**src/rtl/ads1299_frame_reader.sv**
```systemverilog
// ADS1299 RDATAC frame reader: SPI master, status capture, sign-extended channel beats.
// Optional STATUS_CHECK_EN: validate status[23:20]==4'b1100 and burst buffered channels after CS rises.
module ads1299_frame_reader #(
  parameter int CLK_DIV = 4,
  parameter int N_CH    = 8
) (
  input  logic        clk,
  input  logic        reset_n,
  input  logic        enable,
  input  logic        drdy_n,
  input  logic        spi_dout,
  output logic        spi_sclk,
  output logic        spi_cs_n,
  output logic [31:0] data,
  output logic        data_valid,
  output logic [2:0]  data_ch,
  output logic [23:0] status,
  output logic        overrun,
  output logic        frame_error
);
  localparam int TOTAL_BITS = 24 * (N_CH + 1);
  localparam int DW = $clog2(CLK_DIV + 1);

  typedef enum logic [1:0] {IDLE, CS_SETUP, SHIFT, CS_HOLD} state_t;

  state_t        state_q, state_d;
  logic [DW-1:0] div_q, div_d;
  logic          sclk_q, sclk_d, cs_n_q, cs_n_d;
  logic [7:0]    bit_cnt_q, bit_cnt_d;
  logic [4:0]    wbit_q, wbit_d;
  logic [3:0]    word_q, word_d;
  logic [22:0]   sh_q, sh_d;
  logic [23:0]   stat_buf_q, stat_buf_d, status_q, status_d;
  logic [31:0]   data_q, data_d;
  logic          valid_q, valid_d;
  logic [2:0]    ch_q, ch_d;
  logic          overrun_q, overrun_d;
  logic          drdy_m_q, drdy_s_q, drdy_p_q, dout_m_q, dout_s_q;
  logic          drdy_evt, div_last;
  logic [23:0]   word_w;
  logic [2:0]    word_ch;

`ifdef STATUS_CHECK_EN
  logic [23:0]   buf_q [8];
  logic [23:0]   buf_d [8];
  logic          emit_q, emit_d, ferr_q, ferr_d;
  logic [2:0]    eidx_q, eidx_d;
`endif

  function automatic logic [31:0] sext24(input logic [23:0] w);
    return {{8{w[23]}}, w};
  endfunction

  assign drdy_evt = drdy_p_q & ~drdy_s_q;
  assign div_last = (div_q == DW'(CLK_DIV - 1));
  assign word_w   = {sh_q, dout_s_q};
  assign word_ch  = 3'(word_q - 4'd1);

  // data_valid is a one-cycle strobe with no ready: the consumer must take every beat.
  always_comb begin
    state_d    = state_q;
    div_d      = div_q;
    sclk_d     = sclk_q;
    cs_n_d     = cs_n_q;
    bit_cnt_d  = bit_cnt_q;
    wbit_d     = wbit_q;
    word_d     = word_q;
    sh_d       = sh_q;
    stat_buf_d = stat_buf_q;
    status_d   = status_q;
    data_d     = data_q;
    valid_d    = 1'b0;
    ch_d       = ch_q;
    overrun_d  = drdy_evt && (state_q != IDLE);
`ifdef STATUS_CHECK_EN
    buf_d  = buf_q;
    emit_d = emit_q;
    eidx_d = eidx_q;
    ferr_d = 1'b0;
    if (emit_q) begin
      data_d  = sext24(buf_q[eidx_q]);
      ch_d    = eidx_q;
      valid_d = 1'b1;
      eidx_d  = eidx_q + 3'd1;
      if (eidx_q == 3'(N_CH - 1)) emit_d = 1'b0;
    end
`endif
    case (state_q)
      IDLE: begin
        if (drdy_evt && enable) begin
          state_d   = CS_SETUP;
          cs_n_d    = 1'b0;
          div_d     = '0;
          bit_cnt_d = '0;
          wbit_d    = '0;
          word_d    = '0;
        end
      end
      CS_SETUP: begin
        if (div_last) begin
          state_d = SHIFT;
          sclk_d  = 1'b1;
          div_d   = '0;
        end else begin
          div_d = div_q + DW'(1);
        end
      end
      SHIFT: begin
        if (!div_last) begin
          div_d = div_q + DW'(1);
        end else begin
          div_d = '0;
          if (sclk_q) begin
            // Sample at the end of the high phase, then drop SCLK.
            sclk_d    = 1'b0;
            sh_d      = word_w[22:0];
            bit_cnt_d = bit_cnt_q + 8'd1;
            if (wbit_q == 5'd23) begin
              wbit_d = '0;
              word_d = word_q + 4'd1;
              if (word_q == 4'd0) begin
                stat_buf_d = word_w;
              end else begin
`ifdef STATUS_CHECK_EN
                buf_d[word_ch] = word_w;
`else
                data_d  = sext24(word_w);
                ch_d    = word_ch;
                valid_d = 1'b1;
`endif
              end
            end else begin
              wbit_d = wbit_q + 5'd1;
            end
            if (bit_cnt_q == 8'(TOTAL_BITS - 1)) state_d = CS_HOLD;
          end else begin
            sclk_d = 1'b1;
          end
        end
      end
      CS_HOLD: begin
        if (div_last) begin
          state_d  = IDLE;
          cs_n_d   = 1'b1;
          div_d    = '0;
          status_d = stat_buf_q;
`ifdef STATUS_CHECK_EN
          if (stat_buf_q[23:20] == 4'b1100) begin
            data_d  = sext24(buf_q[0]);
            ch_d    = 3'd0;
            valid_d = 1'b1;
            emit_d  = (N_CH > 1);
            eidx_d  = 3'd1;
          end else begin
            ferr_d = 1'b1;
          end
`endif
        end else begin
          div_d = div_q + DW'(1);
        end
      end
      default: state_d = IDLE;
    endcase
  end

  always_ff @(posedge clk) begin
    if (!reset_n) begin
      state_q    <= IDLE;
      div_q      <= '0;
      sclk_q     <= 1'b0;
      cs_n_q     <= 1'b1;
      bit_cnt_q  <= '0;
      wbit_q     <= '0;
      word_q     <= '0;
      sh_q       <= '0;
      stat_buf_q <= '0;
      status_q   <= '0;
      data_q     <= '0;
      valid_q    <= 1'b0;
      ch_q       <= '0;
      overrun_q  <= 1'b0;
      drdy_m_q   <= 1'b1;
      drdy_s_q   <= 1'b1;
      drdy_p_q   <= 1'b1;
      dout_m_q   <= 1'b0;
      dout_s_q   <= 1'b0;
`ifdef STATUS_CHECK_EN
      for (int i = 0; i < 8; i++) buf_q[i] <= '0;
      emit_q <= 1'b0;
      eidx_q <= '0;
      ferr_q <= 1'b0;
`endif
    end else begin
      state_q    <= state_d;
      div_q      <= div_d;
      sclk_q     <= sclk_d;
      cs_n_q     <= cs_n_d;
      bit_cnt_q  <= bit_cnt_d;
      wbit_q     <= wbit_d;
      word_q     <= word_d;
      sh_q       <= sh_d;
      stat_buf_q <= stat_buf_d;
      status_q   <= status_d;
      data_q     <= data_d;
      valid_q    <= valid_d;
      ch_q       <= ch_d;
      overrun_q  <= overrun_d;
      drdy_m_q   <= drdy_n;
      drdy_s_q   <= drdy_m_q;
      drdy_p_q   <= drdy_s_q;
      dout_m_q   <= spi_dout;
      dout_s_q   <= dout_m_q;
`ifdef STATUS_CHECK_EN
      buf_q  <= buf_d;
      emit_q <= emit_d;
      eidx_q <= eidx_d;
      ferr_q <= ferr_d;
`endif
    end
  end

  assign spi_sclk   = sclk_q;
  assign spi_cs_n   = cs_n_q;
  assign data       = data_q;
  assign data_valid = valid_q;
  assign data_ch    = ch_q;
  assign status     = status_q;
  assign overrun    = overrun_q;
`ifdef STATUS_CHECK_EN
  assign frame_error = ferr_q;
`else
  assign frame_error = 1'b0;
`endif

endmodule

```
**config.mk**
```make
export PLATFORM = sky130hd
export DESIGN_NAME = ads1299_frame_reader
export DESIGN_NICKNAME = d
export VERILOG_FILES = /design/src/rtl/ads1299_frame_reader.sv
export SDC_FILE = /design/constraint.sdc
export NUM_CORES = 1
export LEC_CHECK = 0
export BUFFER_PORTS_ARGS = -buffer_cell sky130_fd_sc_hd__clkbuf_2
export CORE_UTILIZATION = 60
export CTS_BUF_LIST = sky130_fd_sc_hd__clkbuf_4 sky130_fd_sc_hd__clkbuf_8 sky130_fd_sc_hd__clkbuf_16
export CTS_CLUSTER_SIZE = 12
export DETAILED_ROUTE_END_ITERATION = 6
export PLACE_DENSITY_LB_ADDON = 0.2
export SLEW_MARGIN = 20
export SYNTH_ARGS = -nofsm -noshare
export SYNTH_HDL_FRONTEND = slang
export SYNTH_SLANG_ARGS = --single-unit
export TNS_END_PERCENT = 5
```
**constraint.sdc**
```tcl
create_clock -name clk -period 4.6 [get_ports clk]
set_input_delay 0.46 -clock clk [delete_from_list [all_inputs] [get_ports clk]]
set_output_delay 0.46 -clock clk [all_outputs]
set_load 0.1 [all_outputs]
```
# After elaboration in Yosys (flattened, before gate mapping)
# Cells that the tools add are included.
[totals] wordCells=90 ramBits=0 ff_bits=129 mem_bits_ro=0 memories=0 inputBits=5 latchBits=0 output_inout_bits=64
[op_classes] multipliers=0 n_addsub=5 shift=0 bitwise=3 n_eq_ne=13 mux=31 n_lt_le_gt_ge=0 div=0 n_reduce_logical=19
[op_table] op="two-way mux 8 bit" n=3
[op_table] op="two-way mux 5 bit" n=4
[op_table] op="AND reduction 5 bit" n=4
[op_table] op="two-way mux 4 bit" n=4
[op_table] op="one-hot mux 8 bit (2 select lines)" n=1
[op_table] op="!= test 2 bit, second input constant" n=7
[op_table] op="two-way mux 2 bit" n=6
[op_table] op="one-hot mux 5 bit (2 select lines)" n=1
[op_table] op="AND reduction 3 bit" n=3
[op_table] op="adder 8 x 1 -> 8 bit, second input constant" n=1
[op_table] op="equality test 8 bit, second input constant" n=1
[op_table] op="one-hot mux 2 bit (4 select lines)" n=1
[op_table] op="one-hot mux 4 bit (2 select lines)" n=1
[op_table] op="nonzero test 2 bit" n=4
[op_table] op="two-way mux 3 bit" n=2
[op_table] op="one-hot mux 3 bit (2 select lines)" n=1
[op_table] op="AND reduction 6 bit" n=1
[op_table] op="adder 5 x 1 -> 5 bit, second input constant" n=1
[op_table] op="equality test 5 bit, second input constant" n=1
[op_table] op="two-way mux 1 bit" n=5
[op_table] op="adder 4 x 1 -> 4 bit, second input constant" n=1
[op_table] op="equality test 2 bit, second input constant" n=2
[op_table] op="logical NOT 4 bit" n=1
[op_table] op="one-hot mux 1 bit (2 select lines)" n=2
[op_table] op="11 further kinds" n=13

# Logic depth before layout (Yosys ltp)
[logic_depth] depth_word=5 depth_mapped=9

# Worst setup path after synthesis
# Ideal clock, no wire load.
[synth_timing] path_kind="register -> register" start="reg sclk_q (netlist: spi_sclk)" end="reg data_q[18] (netlist: data[18])" setup_ns=0.132 stages_incl_launch_ff=7 t_required_ns=4.468 arrival_time_ns=2.147 slack_ns=2.321 period_less_slack_ns=2.279 path_buffers=2 cell_sequence="dfxtp_1 nand4b_4 or3_1 buf_2 buf_6 nand2_1 a21oi_1"
[synth_via] elab_chain_cells=1
[synth_rtl] item="from (decl)" line_no="28" source="logic sclk_q, sclk_d, cs_n_q, cs_n_d;"
[synth_rtl] item="from (signal assigned)" line_no="196" source="sclk_q <= sclk_d;"
[synth_rtl] item="AND reduction 5 bit (no line)"
[synth_rtl] item="to (signal assigned)" line_no="204" source="data_q <= data_d;"
[synth_rtl] item="to (decl)" line_no="34" source="logic [31:0] data_q, data_d;"
# Every way passes these cells.
# A chain may end at the register's enable or synchronous reset.

# Final worst setup path
[layout_timing] start="reg state_q[0]" end="reg stat_buf_q[12]"
[layout_via] elab_chain_cells=2
[layout_rtl] item="from (decl)" line_no="26" source="state_t state_q, state_d;"
[layout_rtl] item="from (signal assigned)" line_no="194" source="state_q <= state_d;"
[layout_rtl] item="equality test 2 bit" line_no="88" source="case (state_q)"
[layout_rtl] item="AND reduction 5 bit (no line)"
[layout_rtl] item="to (signal assigned)" line_no="202" source="stat_buf_q <= stat_buf_d;"
[layout_rtl] item="to (decl)" line_no="33" source="logic [23:0] stat_buf_q, stat_buf_d, status_q, status_d;"
# Every way passes these cells.

==> summary.txt <==
Outcome
  – Status: finished, final reports clean

Clock tree
  – H-Tree Depth: 4
  – Post-CTS Setup Inserts: 0
  – CTS root buf: clkbuf_8
  – CTS tree: yes
  – Clock sinks: 129
  – Hold buffer count at CTS: 0
  – Cts bufs inserted: 17
  – Cts repair resizes: 0
  – CTS clk-pin slew, worst paths: 0.06 ns
  – Clock buffer depth: 2
  – Latest clock arrival within the worst-skew pair: 0.53 ns

Route
  – Drt first pass iters: 5
  – # DRC: 0
  – Via count: 4246
  – Detail Route Antenna Nets: 0
  – Routed vias/inst: 5.51
  – WL final: 10800 um
  – Routed len/inst: 14.1 um
  – Initial DRC count: 220

Layout
  – Share of cells above drive strength 1: ~17%
  – Area Overhead vs Synth: 15.2%
  – Fill cells: roughly 660
  – NumNets Final: 668
  – Antenna cells: 0

Placed design
  – Post-DP HPWL: just under 7000 um
  – GPL Wtd Cong: between 0.8 and 0.9
  – IO buf count: 67
  – Place WS: around 1.8 ns

Timing
  – Setup tns final: 0 ns
  – Slew @ Worst Pin: 1.10 ns
  – Layout Skew: a little over 0.008 ns
  – RSZ-0062 raised after global routing: false
  – Min Tclk post-route: 2.91 ns
  – Slew headroom: 26.5%
  – Final period util: 63.2%
  – Highest clock rate: 344 MHz
  – Final hold vios: 0
  – Max Slew Vio Count: 0
  – # setup viols final: 0
  – Worst setup margin: approximately 1.7 ns

GRT
  – GRT overflow: 0
  – First-pass GRT wire length: around 18000 um
  – Number of global-route vias before repair: 3743
  – Initial antenna violation count: 0
  – Largest net degree at the start of global routing: about 70
  – Total Routing Usage GR: 26.0%

Floorplanning
  – Initial Util: 61.5%
  – Die Wd: 93.5 um
  – # rows: 33
  – Die Ht: around 94 um
  – Die Area: 8750 um^2
  – Total I/O pin count: 69
  – Core Area: a little over 8000 um^2

Yosys
  – Synth Cell Area: 5030 um^2
  – Distinct cell type count of the synthesized netlist: just under 50
  – Sequential area share after synthesis: 51.4%
  – Post-Syn Nets: 626
  – Number of synthesized register bits: approximately 130
  – Cell count after synthesis: 610
  – Mean Syn Cell Area: 8.24 um^2
  – Ys Warns: 0

Worst setup path
  – Startpoint Class: flip-flop
  – Critical path class: reg2reg
  – Required time worst endpoint: 4.96 ns
  – Worst Path Arrival: 3.26 ns
  – Crit-path max FO: 24
  – Crit path capture type: flip-flop

Power
  – P_leak: 2.20 nW
  – Peak VDD IR: 248 uV
  – Power Dens Cells: roughly 460 nW/um^2

Min path
  – Hold crit path type: in2reg

Job
  – Max-Cap Viols: 0
power breakdown:
part / switching, mW / internal (mW) / leakage, nW / total [mW]
Combinational: 0.186 / 0.0781 / 0.906 / 0.264
Sequential: 0.0115 / 1.13 / 1.04 / 1.14
Clock: 0.515 / 0.719 / 0.259 / 1.23
synthesized netlist by cell type, drive strengths merged:
| master | instances | area, um^2 |
|---|---|---|
| a2111oi | 2 | 17.5 |
| a211o | 1 | 8.76 |
| a211oi | 3 | 22.5 |
| a21oi | 114 | 571 |
| a22oi | 2 | 20.0 |
| a311oi | 1 | 8.76 |
| a31oi | 3 | 18.8 |
| a41oi | 2 | 17.5 |
| and2 | 3 | 18.8 |
| and3 | 4 | 25.0 |
| and3b | 1 | 8.76 |
| and4b | 2 | 20.0 |
| buf | 29 | 206 |
| clkbuf | 18 | 68.8 |
| conb | 1 | 3.75 |
| dfxtp | 129 | 2580 |
| ha | 11 | 138 |
| inv | 10 | 37.5 |
| mux2i | 3 | 30.0 |
| nand2 | 202 | 758 |
| nand2b | 5 | 31.3 |
| nand3 | 9 | 45.0 |
| nand3b | 1 | 7.51 |
| nand4 | 3 | 18.8 |
| nand4b | 2 | 38.8 |
| nor2 | 13 | 48.8 |
| nor2b | 2 | 20.0 |
| nor3 | 5 | 36.3 |
| nor3b | 1 | 12.5 |
| nor4b | 1 | 8.76 |
| nor4bb | 1 | 10.0 |
| o21a | 1 | 7.51 |
| o21ai | 12 | 63.8 |
| o22ai | 2 | 18.8 |
| o31a | 1 | 8.76 |
| o31ai | 1 | 7.51 |
| or2 | 1 | 6.26 |
| or3 | 5 | 31.3 |
| or4 | 2 | 15.0 |
| xnor2 | 1 | 8.76 |
metrics by stage:
| stage | hold WS (ns) | power [mW] | area [um^2] | util (%) | cells |
|---|---|---|---|---|---|
| after floorplan | 0.386 | 1.38 | 5030 | - | 610 |
| final | 0.118 | 2.64 | 5790 | 70.8 | 770 |
| after global routing | 0.107 | 2.74 | 5790 | 70.8 | 770 |
| after detailed placement | 0.401 | 1.42 | 5240 | 64.1 | 738 |
| after CTS | 0.107 | 2.64 | 5790 | 70.8 | 770 |
| after global placement | 0.393 | 1.41 | 5240 | 64.1 | 738 |
state kept, by name (all words and copies together), names as in the netlist, 2 cells and up:
signal      cells
bit_cnt_q       8
data           24
data_ch         3
div_q           3
sh_q           23
stat_buf_q     24
state_q         2
status         24
wbit_q          5
word_q          4
cell families after synthesis:
family / synth area share, %
other: 0.0746
DFF: 51.4
and+or+nand+nor: 23.1
xor gates and xnor gates: 0.174
buffers and inverters: 6.22
muxes: 0.597
AOI/OAI and AO/OA: 15.7
adders and majority gates: 2.74
worst max-delay path: stages (launching register included):
cell,delay (ns)
dfxtp_1,0.34
inv_1,0.12
ha_1,0.51
and4b_1,0.61
nand3_1,0.77
nand2_1,0.29
a21oi_1,0.09
worst paths after layout:
| kind | start | to | slack [ns] | cells past startpoint |
|---|---|---|---|---|
| setup reg to reg | state_q[0] | stat_buf_q[12] | 1.69 | 6 |
| setup / recovery | state_q[0] | stat_buf_q[12] | 1.69 | 6 |
| hold reg to reg | drdy_m_q | drdy_s_q | 0.41 | 1 |
| hold / removal | drdy_n | drdy_m_q | 0.12 | 2 |
per-layer routing:
metal  share of wire, %  wire length [um]  vias to the layer above  track usage, %
met5                  0                 0                        -               0
met4                1.8               190                        0            8.72
met3                6.1               660                       24            7.97
met2                 46              4970                      152            40.4
met1                 46              5010                     1957            34.4
li1                   -                 -                     2113               -
cell type report:
class / count / area, um^2 / share of cell area (%)
clock buffers: 17 / 414 / 7.15
clock inverters: 15 / 134 / 2.31
inverters: 10 / 37.5 / 0.648
multi-input cells: 424 / 2130 / 36.8
flip-flops and latches: 129 / 2580 / 44.6
well taps: 105 / 131 / 2.27
repair buffers: 70 / 358 / 6.18
layout by cell type (no fill, tap or decap), types with 2 or more instances in the layout:
cell type	instances
a2111oi_0	2
a211oi_1	3
a21oi_1	114
a31oi_1	3
a41oi_1	2
and2_1	3
and3_1	4
and4b_1	2
buf_4	3
clkbuf_16	16
clkbuf_2	67
clkinv_2	4
clkinvlp_4	5
dfxtp_1	129
ha_1	11
inv_1	9
inv_6	3
mux2i_1	3
nand2_1	202
nand2b_1	5
nand3_1	9
nand4_1	3
nor2_1	13
nor3_1	4
o21ai_0	11
or3_1	5
or4_1	2
No activity file was read; power rests on OpenSTA's default activity.
